File: config.mk
export PLATFORM = sky130hd
export DESIGN_NAME = alu_arbiter
export DESIGN_NICKNAME = d
export VERILOG_FILES = /design/src/rtl/alu_arb_pkg.sv /design/src/rtl/alu_rr_arbiter.sv /design/src/rtl/alu_arbiter.sv
export SDC_FILE = /design/constraint.sdc
export NUM_CORES = 1
export LEC_CHECK = 0
export BUFFER_PORTS_ARGS = -buffer_cell sky130_fd_sc_hd__buf_2
export CAP_MARGIN = 25
export CORE_MARGIN = 3
export CORE_UTILIZATION = 46
export CTS_CLUSTER_SIZE = 24
export DETAILED_ROUTE_END_ITERATION = 6
export PLACE_DENSITY = 0.88
export SYNTH_ARGS = -nofsm -noshare
export SYNTH_HDL_FRONTEND = slang
export SYNTH_SLANG_ARGS = --single-unit
File: constraint.sdc
create_clock -name CLK -period 2.4 [get_ports CLK]
set_input_delay 0.24 -clock CLK [delete_from_list [all_inputs] [get_ports CLK]]
set_output_delay 0.24 -clock CLK [all_outputs]
set_load 0.03 [all_outputs]
File: src/rtl/alu_arb_pkg.sv
`default_nettype none
// ============================================================================
// Module   : alu_arb_pkg
// Brief    : Shared FSM encoding, default widths and long-command constants.
// Revision : 1.0
// ============================================================================
package alu_arb_pkg;

  localparam int DEF_DW = 8;
  localparam int DEF_CW = 4;

  localparam logic [3:0] CMD_MUL_INC = 4'h9;
  localparam logic [3:0] CMD_SHL_SUB = 4'hA;

  localparam logic [1:0] SHORT_LAT = 2'd1;
  localparam logic [1:0] LONG_LAT  = 2'd2;

  typedef enum logic [1:0] {
    S_IDLE    = 2'd0,
    S_ISSUE   = 2'd1,
    S_WAIT    = 2'd2,
    S_CAPTURE = 2'd3
  } state_t;

endpackage
`default_nettype wire

File: src/rtl/alu_rr_arbiter.sv
`default_nettype none
// ============================================================================
// Module   : alu_rr_arbiter
// Brief    : Two-way one-hot arbiter; round-robin, or fixed priority to
//            requester 0 when ALU_ARB_FIXED_PRI_EN is defined.
// Revision : 1.0
// ============================================================================
module alu_rr_arbiter (
  input  logic       CLK,
  input  logic       RST,
  input  logic [1:0] req,
  input  logic       hs,
  output logic [1:0] gnt
);

`ifdef ALU_ARB_FIXED_PRI_EN
  logic w_unused;
  assign w_unused = CLK ^ RST ^ hs;

  always_comb begin
    gnt = 2'b00;
    if (req[0])      gnt = 2'b01;
    else if (req[1]) gnt = 2'b10;
  end
`else
  // Index of the requester that won the most recent handshake.
  logic r_last;

  always_ff @(posedge CLK) begin
    if (RST)     r_last <= 1'b1;
    else if (hs) r_last <= gnt[1];
  end

  always_comb begin
    gnt = req;
    if (&req) gnt = r_last ? 2'b01 : 2'b10;
  end
`endif

endmodule
`default_nettype wire

File: src/rtl/alu_arbiter.sv
`default_nettype none
// ============================================================================
// Module   : alu_arbiter
// Brief    : Serialises two requesters onto one shared ALU (issue/wait/capture).
//            Build option ALU_ARB_FIXED_PRI_EN selects fixed-priority arbitration.
// Revision : 1.0
// ============================================================================
module alu_arbiter
  import alu_arb_pkg::*;
#(
  parameter int DW   = DEF_DW,
  parameter int CW   = DEF_CW,
  parameter int NREQ = 2
) (
  input  logic                    CLK,
  input  logic                    RST,
  input  logic [NREQ-1:0]         req_valid,
  output logic [NREQ-1:0]         req_ready,
  input  logic [NREQ-1:0][DW-1:0] req_opa,
  input  logic [NREQ-1:0][DW-1:0] req_opb,
  input  logic [NREQ-1:0][CW-1:0] req_cmd,
  input  logic [NREQ-1:0]         req_mode,
  input  logic [NREQ-1:0]         req_cin,
  output logic                    rsp_valid,
  output logic                    rsp_id,
  output logic [DW+1:0]           rsp_res,
  output logic                    rsp_cout,
  output logic                    rsp_oflow,
  output logic                    rsp_g,
  output logic                    rsp_e,
  output logic                    rsp_l,
  output logic                    rsp_err,
  output logic                    busy,
  output logic                    ALU_CE,
  output logic                    ALU_MODE,
  output logic                    ALU_CIN,
  output logic [1:0]              ALU_INP_VALID,
  output logic [DW-1:0]           ALU_OPA,
  output logic [DW-1:0]           ALU_OPB,
  output logic [CW-1:0]           ALU_CMD,
  input  logic [DW+1:0]           ALU_RES,
  input  logic                    ALU_COUT,
  input  logic                    ALU_OFLOW,
  input  logic                    ALU_G,
  input  logic                    ALU_E,
  input  logic                    ALU_L,
  input  logic                    ALU_ERR
);

  state_t          r_state;
  state_t          w_next;
  logic [1:0]      r_cnt;
  logic [DW-1:0]   r_opa;
  logic [DW-1:0]   r_opb;
  logic [CW-1:0]   r_cmd;
  logic            r_mode;
  logic            r_cin;
  logic            r_id;
  logic [NREQ-1:0] w_gnt;
  logic            w_hs;
  logic            w_win;
  logic            w_long;

  alu_rr_arbiter u_arb (
    .CLK (CLK),
    .RST (RST),
    .req (req_valid),
    .hs  (w_hs),
    .gnt (w_gnt)
  );

  assign w_hs   = |(req_valid & req_ready);
  assign w_win  = w_gnt[1];
  assign w_long = r_mode && ((r_cmd == CW'(CMD_MUL_INC)) || (r_cmd == CW'(CMD_SHL_SUB)));

  always_ff @(posedge CLK) begin
    if (RST) r_state <= S_IDLE;
    else     r_state <= w_next;
  end

  // Operation fields are captured only at the handshake edge, so later
  // requester-side changes never reach the ALU.
  always_ff @(posedge CLK) begin
    if (RST) begin
      r_cnt  <= 2'd0;
      r_opa  <= '0;
      r_opb  <= '0;
      r_cmd  <= '0;
      r_mode <= 1'b0;
      r_cin  <= 1'b0;
      r_id   <= 1'b0;
    end else begin
      if (w_hs) begin
        r_opa  <= req_opa[w_win];
        r_opb  <= req_opb[w_win];
        r_cmd  <= req_cmd[w_win];
        r_mode <= req_mode[w_win];
        r_cin  <= req_cin[w_win];
        r_id   <= w_win;
      end
      if (r_state == S_ISSUE)                       r_cnt <= w_long ? LONG_LAT : SHORT_LAT;
      else if (r_state == S_WAIT && r_cnt != 2'd0)  r_cnt <= r_cnt - 2'd1;
    end
  end

  always_comb begin
    w_next = r_state;
    case (r_state)
      S_IDLE:    if (w_hs) w_next = S_ISSUE;
      S_ISSUE:   w_next = S_WAIT;
      S_WAIT:    if (r_cnt <= 2'd1) w_next = S_CAPTURE;
      S_CAPTURE: w_next = w_hs ? S_ISSUE : S_IDLE;
      default:   w_next = S_IDLE;
    endcase
  end

  // Every strobe is forced low while RST is high, whatever the state flop holds.
  always_comb begin
    req_ready     = '0;
    rsp_valid     = 1'b0;
    rsp_id        = 1'b0;
    rsp_res       = '0;
    rsp_cout      = 1'b0;
    rsp_oflow     = 1'b0;
    rsp_g         = 1'b0;
    rsp_e         = 1'b0;
    rsp_l         = 1'b0;
    rsp_err       = 1'b0;
    busy          = 1'b0;
    ALU_INP_VALID = 2'b00;
    if (!RST) begin
      busy = (r_state != S_IDLE);
      if (r_state == S_IDLE || r_state == S_CAPTURE) req_ready = w_gnt;
      if (r_state == S_ISSUE) ALU_INP_VALID = 2'b11;
      if (r_state == S_CAPTURE) begin
        rsp_valid = 1'b1;
        rsp_id    = r_id;
        rsp_res   = ALU_RES;
        rsp_cout  = ALU_COUT;
        rsp_oflow = ALU_OFLOW;
        rsp_g     = ALU_G;
        rsp_e     = ALU_E;
        rsp_l     = ALU_L;
        rsp_err   = ALU_ERR;
      end
    end
  end

  assign ALU_CE   = 1'b1;
  assign ALU_OPA  = r_opa;
  assign ALU_OPB  = r_opb;
  assign ALU_CMD  = r_cmd;
  assign ALU_MODE = r_mode;
  assign ALU_CIN  = r_cin;

endmodule
`default_nettype wire
==> impl_metrics.prom, run 1 <==
# TYPE chip_impl_metric gauge
chip_impl_metric{name="worst_hold_slack",unit="ns"} 0.249
chip_impl_metric{name="syn-cell-area",unit="um^2"} 1700
chip_impl_metric{name="synthArstFlopShare",unit="%"} 0
chip_impl_metric{name="r2r_setup_slack",unit="ns"} 0.58
chip_impl_metric{name="first_global_vias",unit=""} 1509
chip_impl_metric{name="worst-path-max-fanout",unit=""} 5
chip_impl_metric{name="place_inst",unit=""} 322
chip_impl_info{name="critPathSlowestCell",value="sky130_fd_sc_hd__dfxtp_1"} 1
chip_impl_info{name="min_to",value="r_state[1]$_SDFFE_PP0P_"} 1
chip_impl_metric{name="post_route_cells_drive_above_1_share",unit="%"} 50.7
chip_impl_metric{name="floorplan.initialDensity",unit="%"} 49.5
chip_impl_metric{name="route.vias.total",unit=""} 1632
chip_impl_metric{name="finClkSkew",unit="ns"} 0.00488
chip_impl_info{name="clock-root-buffer",value="sky130_fd_sc_hd__clkbuf_8"} 1
chip_impl_metric{name="final.period_utilization",unit="%"} 78.7
chip_impl_metric{name="netSwitchingPower",unit="W"} 0.000507
chip_impl_info{name="worst-setup-path-type",value="flip-flop to output port"} 1
chip_impl_metric{name="final_antenna_net_count",unit=""} 0
chip_impl_metric{name="clk_pin_slew",unit="ns"} 0.10
chip_impl_metric{name="grt_first_pass_wirelength",unit="mm"} 6.47
chip_impl_metric{name="gp_congestion",unit=""} 0.794
chip_impl_metric{name="firstDrtPassIters",unit=""} 4
chip_impl_metric{name="n_antenna_cell",unit=""} 0
chip_impl_metric{name="cts-resized-gates",unit=""} 0
chip_impl_metric{name="setup_tns",unit="ns"} 0
chip_impl_metric{name="synthDistinctLibCells",unit=""} 33
chip_impl_info{name="cpMostUsedCell",value="sky130_fd_sc_hd__inv_1"} 1
chip_impl_metric{name="switching_share",unit="%"} 34.9
chip_impl_metric{name="worst-r2r-cell-count",unit=""} 7
chip_impl_info{name="rsz0062_at_grt",value="no"} 1
chip_impl_metric{name="synthesis.instances",unit=""} 177
chip_impl_metric{name="cts_htree_levels",unit=""} 1
chip_impl_metric{name="pwr-share-clk",unit="%"} 25.7
chip_impl_metric{name="drt-wirelength-per-cell",unit="um"} 12.7
chip_impl_metric{name="finalWorstSetupSlack",unit="ns"} 0.510
chip_impl_metric{name="remaining_drc_errors",unit=""} 0
chip_impl_metric{name="totalWireLength",unit="mm"} 4.14
chip_impl_metric{name="max_cap_violations",unit=""} 0
chip_impl_metric{name="grt_antenna_before_repair",unit=""} 0
chip_impl_metric{name="synth_enable_flop_cells",unit=""} 0
chip_impl_metric{name="share_seq_of_total_power",unit="%"} 38.8
chip_impl_metric{name="global_route.usage.total",unit="%"} 18.4
chip_impl_metric{name="whs_path_depth",unit=""} 2
chip_impl_metric{name="final-max-slew-violation-count",unit=""} 0
chip_impl_metric{name="cts_max_path_buffers",unit=""} 2
chip_impl_metric{name="comb_power_share",unit="%"} 35.5
chip_impl_info{name="worstReg2RegEnd",value="ALU_OPB[6]$_SDFFE_PP0P_"} 1
chip_impl_metric{name="post-dp-hpwl",unit="mm"} 3.27
chip_impl_metric{name="clk-insertion-delay-late",unit="ns"} 0.28
chip_impl_metric{name="critPathRequiredTime",unit="ns"} 2.16
chip_impl_metric{name="critical_path.max_stage_delay",unit="ns"} 0.41
chip_impl_info{name="worst_r2r_startpoint",value="r_state[0]$_SDFFE_PP0P_"} 1
chip_impl_metric{name="timing.fmax",unit="GHz"} 0.529
chip_impl_metric{name="global_route.overflow_total",unit=""} 0
chip_impl_metric{name="synthesis.area_per_instance",unit="um^2"} 9.63
chip_impl_metric{name="layout.nets",unit=""} 351
chip_impl_metric{name="dpl_worst_slack",unit="ns"} 0.591
chip_impl_metric{name="synth_seq_cells",unit=""} 28
chip_impl_info{name="timing.hold.worst.class",value="input port to flip-flop"} 1
chip_impl_info{name="final_common_cell",value="sky130_fd_sc_hd__buf_2"} 1
chip_impl_metric{name="clkSinkCount",unit=""} 28
chip_impl_metric{name="finish.cell_count_without_fillers",unit=""} 326
chip_impl_metric{name="grt_max_degree",unit=""} 26
chip_impl_metric{name="synth.net_count",unit=""} 247
chip_impl_metric{name="route.detailed.vias_per_inst",unit=""} 5.01
chip_impl_info{name="synthTopCellsByArea",value="sky130_fd_sc_hd__dfxtp_1 33%, sky130_fd_sc_hd__a211oi_2 16%, sky130_fd_sc_hd__mux2i_1 13%, sky130_fd_sc_hd__and2_1 7.0%, sky130_fd_sc_hd__nor2_1 5.5%"} 1
chip_impl_metric{name="portBuffers",unit=""} 108
chip_impl_metric{name="chipHeight",unit="um"} 66.9
chip_impl_info{name="ys_dominant_reg_cell",value="sky130_fd_sc_hd__dfxtp_1"} 1
chip_impl_metric{name="detail_route.iter0.violations",unit=""} 40
chip_impl_metric{name="cellInternalPower",unit="W"} 0.000946
chip_impl_metric{name="warnings_synthesis",unit=""} 0
chip_impl_info{name="worstSetupEndpointType",value="output port"} 1
chip_impl_metric{name="yosysTopAreaCellShare",unit="%"} 32.9
chip_impl_metric{name="cts.repair_timing.setup_buffer_count",unit=""} 0
chip_impl_metric{name="chipWidth",unit="um"} 66.9
chip_impl_info{name="path_cells",value="inv_1 > ha_1 > nor2_2 > nand3_1 > inv_1 > buf_2"} 1
chip_impl_metric{name="die_area",unit="um^2"} 4470
chip_impl_info{name="hold_path_startpoint",value="RST"} 1
chip_impl_metric{name="pwr_density_cell",unit="nW/um^2"} 633
chip_impl_metric{name="vdd.ir_drop.worst",unit="mV"} 0.435
chip_impl_metric{name="setup_viol",unit=""} 0
chip_impl_metric{name="rows",unit=""} 21
chip_impl_metric{name="number_of_cts_inserted_buffers",unit=""} 3
chip_impl_metric{name="final-hold-violation-count",unit=""} 0
chip_impl_info{name="run_status",value="complete, no violations"} 1
chip_impl_metric{name="num_io_pins",unit=""} 110
chip_impl_metric{name="design.core.area",unit="um^2"} 3440
chip_impl_metric{name="power",unit="W"} 0.00145
chip_impl_info{name="synth_largest_area_cell",value="sky130_fd_sc_hd__dfxtp_1"} 1
chip_impl_metric{name="holdBufCountCts",unit=""} 0
chip_impl_metric{name="min_tclk_post_route",unit="ns"} 1.89
chip_impl_metric{name="critPathArrivalTime",unit="ns"} 1.65
chip_impl_info{name="layout_common_cells",value="108 x sky130_fd_sc_hd__buf_2, 28 x sky130_fd_sc_hd__dfxtp_1, 25 x sky130_fd_sc_hd__nor2_1, 22 x sky130_fd_sc_hd__mux2i_1, 22 x sky130_fd_sc_hd__a211oi_2"} 1
chip_impl_info{name="clock_tree_from_tritoncts",value="done"} 1
chip_impl_metric{name="syn_to_final_growth",unit="%"} 34.7
chip_impl_info{name="critical_path.startpoint_type",value="flip-flop"} 1
chip_impl_metric{name="seq_area_frac_synth",unit="%"} 32.9
chip_impl_metric{name="power.leakage",unit="nW"} 1.17
[sequential cells by signal, summed over array words and instances (netlist names)]
name	flops
ALU_CMD	4
ALU_OPA	8
u_arb.r_last	1
r_state	2
ALU_MODE	1
r_id	1
ALU_OPB	8
ALU_CIN	1
r_cnt	2
[stage by stage]
| stage | cell area [um^2] | util, % |
|---|---|---|
| CTS | 2290 | 66.7 |
| detailed placement | 2220 | 64.6 |
| global route | 2290 | 66.7 |
| floorplan | 1700 | - |
| finish | 2290 | 66.7 |
| global placement | 2220 | 64.6 |
[area by class of cell]
type,instances,area [um^2]
clock buffer,3,41.3
sequential,28,561
clock inverter,1,30.0
multi-input combinational,128,1000
fill,287,1150
timing repair buffer,113,578
inverter,7,26.3
tap,46,57.6
[cells in the mapped netlist, drive strengths merged, types with 2 or more instances]
cell type,n
nand2,4
clkbuf,2
a211oi,22
nand4,2
dfxtp,28
and2,19
ha,6
nor2b,4
o21ai,3
a21o,2
a21oi,4
nand3,2
inv,7
buf,12
nor2,26
mux2i,22
[worst max path at each step]
stage               cells after the start                       to  slack, ns                     from
floorplan                               4               rsp_res[0]       0.53  r_state[0]$_SDFFE_PP0P_
detailed placement                      7  ALU_OPA[5]$_SDFFE_PP0P_       0.59  r_state[0]$_SDFFE_PP0P_
global route                            6             req_ready[0]       0.41  r_state[0]$_SDFFE_PP0P_
global placement                        7  ALU_OPA[0]$_SDFFE_PP0P_       0.68  r_state[0]$_SDFFE_PP0P_
finish                                  6             req_ready[0]       0.51  r_state[0]$_SDFFE_PP0P_
CTS                                     6             req_ready[0]       0.50  r_state[0]$_SDFFE_PP0P_
[per-layer routing]
metal / routed length [um] / vias up / global-route usage, %
li1: - / 813 / -
met1: 1600 / 743 / 20.9
met2: 2120 / 70 / 36.0
met3: 369 / 6 / 3.04
met4: 51 / 0 / 3.04
met5: 0 / - / 0
[critical path, delay by kind of cell (launching register included)]
kind                     cells  cell delay (ns)
AND/OR/NAND/NOR              2             0.28
flip-flops                   1             0.41
adder cells (fa/ha/maj)      1             0.34
buffers and inverters        3             0.34
[power groups by stage]
stage / Clock (W) / Sequential, W / Combinational (W)
3_3_place_gp: 0 / 0.000573 / 0.000502
4_1_cts: 0.000383 / 0.000564 / 0.000521
6_report: 0.000374 / 0.000564 / 0.000516
5_1_grt: 0.000397 / 0.000572 / 0.000566
3_5_place_dp: 0 / 0.000574 / 0.000517
2_1_floorplan: 0 / 0.000660 / 0.000304
[cell families (layout without fill, tap and decap cells)]
kind of cell / count (synthesis) / in the layout / share of synthesized area, %
other: 1 / 1 / 0.220
and+or+nand+nor: 62 / 62 / 18.6
adders and majority gates: 6 / 6 / 4.41
AOI/OAI and AO/OA: 36 / 36 / 21.5
buffers and inverters: 21 / 124 / 8.88
xor gates and xnor gates: 1 / 1 / 0.514
muxes: 22 / 22 / 12.9
DFF: 28 / 28 / 32.9
Note: power is estimated with default switching activity, not from simulation.
==> inputs of run 2 (changes only) <==
--- a/config.mk
+++ b/config.mk
@@ -8,10 +8,10 @@
 export BUFFER_PORTS_ARGS = -buffer_cell sky130_fd_sc_hd__buf_2
 export CAP_MARGIN = 25
 export CORE_MARGIN = 3
-export CORE_UTILIZATION = 46
+export CORE_UTILIZATION = 42
 export CTS_CLUSTER_SIZE = 24
 export DETAILED_ROUTE_END_ITERATION = 6
-export PLACE_DENSITY = 0.88
+export PLACE_DENSITY = 0.82
 export SYNTH_ARGS = -nofsm -noshare
 export SYNTH_HDL_FRONTEND = slang
 export SYNTH_SLANG_ARGS = --single-unit
==> constraint.sdc (replaced) <==
create_clock -name CLK -period 1.9 [get_ports CLK]
set_input_delay 0.19 -clock CLK [delete_from_list [all_inputs] [get_ports CLK]]
set_output_delay 0.19 -clock CLK [all_outputs]
set_load 0.03 [all_outputs]
==> run 2 against run 1 <==
Design area is 1.7% higher. Critical path type unchanged. Register-to-register slack worse by 0.42 ns. Combinational power is 29% higher. Largest power group unchanged. Worst hold slack worse by 0.0041 ns. Sequential share of layout area is 0.31 points lower. Routed wire length is 6.0% lower. Die area is 8.7% higher. Critical path depth is 1 lower. Clock-buffer cell count stayed put. Clock skew is 0.0032 ns lower. Via count is 1.9% lower. Cell count is 0.92% higher.
==> impl_metrics.prom, run 2 (synthesized netlist as in run 1, its figures left out) <==
# TYPE chip_impl_metric gauge
chip_impl_info{name="run_status",value="complete, no violations"} 1
chip_impl_metric{name="chipHeight",unit="um"} 69.7
chip_impl_metric{name="cellInternalPower",unit="W"} 0.00121
chip_impl_metric{name="clk-insertion-delay-late",unit="ns"} 0.27
chip_impl_info{name="rsz0062_at_grt",value="no"} 1
chip_impl_metric{name="clk_pin_slew",unit="ns"} 0.10
chip_impl_metric{name="netSwitchingPower",unit="W"} 0.000637
chip_impl_info{name="final_common_cell",value="sky130_fd_sc_hd__buf_2"} 1
chip_impl_metric{name="syn_to_final_growth",unit="%"} 37.0
chip_impl_metric{name="pwr_density_cell",unit="nW/um^2"} 791
chip_impl_metric{name="cts_max_path_buffers",unit=""} 2
chip_impl_metric{name="gp_congestion",unit=""} 0.704
chip_impl_metric{name="global_route.usage.total",unit="%"} 16.0
chip_impl_metric{name="critPathArrivalTime",unit="ns"} 1.60
chip_impl_metric{name="final_antenna_net_count",unit=""} 0
chip_impl_info{name="critical_path.startpoint_type",value="flip-flop"} 1
chip_impl_metric{name="min_tclk_post_route",unit="ns"} 1.79
chip_impl_metric{name="floorplan.initialDensity",unit="%"} 44.9
chip_impl_metric{name="final-max-slew-violation-count",unit=""} 0
chip_impl_metric{name="worst-path-max-fanout",unit=""} 5
chip_impl_metric{name="power.leakage",unit="nW"} 1.18
chip_impl_metric{name="cts_htree_levels",unit=""} 1
chip_impl_metric{name="chipWidth",unit="um"} 69.7
chip_impl_metric{name="grt_first_pass_wirelength",unit="mm"} 6.62
chip_impl_metric{name="place_inst",unit=""} 325
chip_impl_metric{name="vdd.ir_drop.worst",unit="mV"} 0.393
chip_impl_metric{name="n_antenna_cell",unit=""} 0
chip_impl_info{name="clock_tree_from_tritoncts",value="done"} 1
chip_impl_metric{name="layout.nets",unit=""} 352
chip_impl_metric{name="grtUsageMet1",unit="%"} 17.2
chip_impl_metric{name="design.core.area",unit="um^2"} 3800
chip_impl_metric{name="placed_cell_area",unit="um^2"} 2260
chip_impl_metric{name="grt_max_degree",unit=""} 31
chip_impl_metric{name="final-hold-violation-count",unit=""} 0
chip_impl_metric{name="pwr-share-clk",unit="%"} 25.4
chip_impl_metric{name="global_route.overflow_total",unit=""} 0
chip_impl_metric{name="share_seq_of_total_power",unit="%"} 38.5
chip_impl_metric{name="fin_util",unit="%"} 61.5
chip_impl_metric{name="detail_route.iter0.violations",unit=""} 25
chip_impl_metric{name="route.detailed.vias_per_inst",unit=""} 4.87
chip_impl_metric{name="rows",unit=""} 22
chip_impl_metric{name="switching_share",unit="%"} 34.5
chip_impl_metric{name="setup_tns",unit="ns"} 0
chip_impl_metric{name="number_of_cts_inserted_buffers",unit=""} 3
chip_impl_info{name="path_cells",value="inv_1 > ha_1 > nor2_2 > and2_1 > clkbuf_4"} 1
chip_impl_info{name="worst-setup-path-type",value="flip-flop to output port"} 1
chip_impl_metric{name="max_cap_violations",unit=""} 0
chip_impl_metric{name="timing.fmax",unit="GHz"} 0.559
chip_impl_metric{name="route.vias.total",unit=""} 1601
chip_impl_metric{name="critPathRequiredTime",unit="ns"} 1.71
chip_impl_metric{name="number_of_fillers_in_the_final_layout",unit=""} 340
chip_impl_metric{name="grt_use_met3",unit="%"} 5.65
chip_impl_metric{name="setup_viol",unit=""} 0
chip_impl_info{name="busiest_layer_in_global_routing",value="met2"} 1
chip_impl_metric{name="comb_power_share",unit="%"} 36.1
chip_impl_info{name="clock-root-buffer",value="sky130_fd_sc_hd__clkbuf_8"} 1
chip_impl_metric{name="totalWireLength",unit="mm"} 3.89
chip_impl_info{name="timing.hold.worst.class",value="input port to flip-flop"} 1
chip_impl_metric{name="grt.met2_usage",unit="%"} 30.0
chip_impl_info{name="layout_common_cells",value="107 x sky130_fd_sc_hd__buf_2, 26 x sky130_fd_sc_hd__dfxtp_1, 25 x sky130_fd_sc_hd__nor2_1, 22 x sky130_fd_sc_hd__mux2i_1, 22 x sky130_fd_sc_hd__a211oi_2"} 1
chip_impl_metric{name="cell_area_after_layout",unit="um^2"} 2330
chip_impl_metric{name="grt_antenna_before_repair",unit=""} 0
chip_impl_metric{name="drt-wirelength-per-cell",unit="um"} 11.8
chip_impl_metric{name="finClkSkew",unit="ns"} 0.00171
chip_impl_metric{name="post-dp-hpwl",unit="mm"} 3.08
chip_impl_metric{name="critical_path.max_stage_delay",unit="ns"} 0.37
chip_impl_metric{name="die_area",unit="um^2"} 4860
chip_impl_metric{name="portBuffers",unit=""} 108
chip_impl_metric{name="firstDrtPassIters",unit=""} 4
chip_impl_info{name="critPathSlowestCell",value="sky130_fd_sc_hd__dfxtp_2"} 1
chip_impl_metric{name="post_route_cells_drive_above_1_share",unit="%"} 51.6
chip_impl_metric{name="remaining_drc_errors",unit=""} 0
chip_impl_metric{name="num_io_pins",unit=""} 110
chip_impl_info{name="worstSetupEndpointType",value="output port"} 1
chip_impl_metric{name="final.period_utilization",unit="%"} 94.2
chip_impl_metric{name="finish.cell_count_without_fillers",unit=""} 329
chip_impl_metric{name="clkSinkCount",unit=""} 28
chip_impl_metric{name="first_global_vias",unit=""} 1612
==> run 2: final timing paths <==
| kind | startpoint | endpoint | slack [ns] | cells after the start |
|---|---|---|---|---|
| min reg2reg | r_cnt[0]$_SDFFE_PP0P_ | r_cnt[0]$_SDFFE_PP0P_ | 0.50 | 2 |
| max | r_state[0]$_SDFFE_PP0P_ | req_ready[1] | 0.11 | 5 |
| min | req_valid[1] | u_arb.r_last$_SDFFE_PP1P_ | 0.24 | 3 |
| max reg2reg | r_state[0]$_SDFFE_PP0P_ | ALU_CMD[1]$_SDFFE_PP0P_ | 0.16 | 7 |
==> run 2: per-stage QoR <==
step	total power, W	setup slack (ns)	hold WS, ns
after floorplan	0.00122	0.0829	0.379
after global placement	0.00138	0.216	0.472
after detailed placement	0.00139	0.121	0.480
after CTS	0.00186	0.0358	0.242
after global routing	0.00195	0.000552	0.264
final	0.00185	0.110	0.245
==> run 2: what timing repair did <==
item,CTS,global route
hold buffers,0,0
gates resized for setup,0,3
buffers inserted,0,0
setup endpoints to repair,0,14
==> run 2: final cells by class <==
class	count	area (um^2)	share of cell area [%]
multi-input cells	128	1000	42.9
inverters	7	26.3	1.13
flip-flops and latches	28	563	24.1
repair buffers	114	613	26.3
well taps	48	60.1	2.57
clock inverters	1	30.0	1.29
clock buffers	3	41.3	1.77
==> run 2: routing by layer <==
layer	vias up	wire length (um)
li1	818	-
met1	698	1560
met2	80	1840
met3	5	459
met4	0	33
met5	-	0
==> run 2: power by group through the flow <==
stage          clock [W]  sequential, W  combinational, W
3_3_place_gp           0       0.000721          0.000654
4_1_cts         0.000475       0.000710          0.000674
5_1_grt         0.000502       0.000721          0.000731
3_5_place_dp           0       0.000723          0.000669
6_report        0.000470       0.000711          0.000667
2_1_floorplan          0       0.000834          0.000384
==> run 2: worst max-delay path, delay by kind of cell (launching register included) <==
family	cells	cell delay, ns
DFF	1	0.37
adders and majority gates	1	0.34
and+or+nand+nor	2	0.34
buffers and inverters	2	0.27
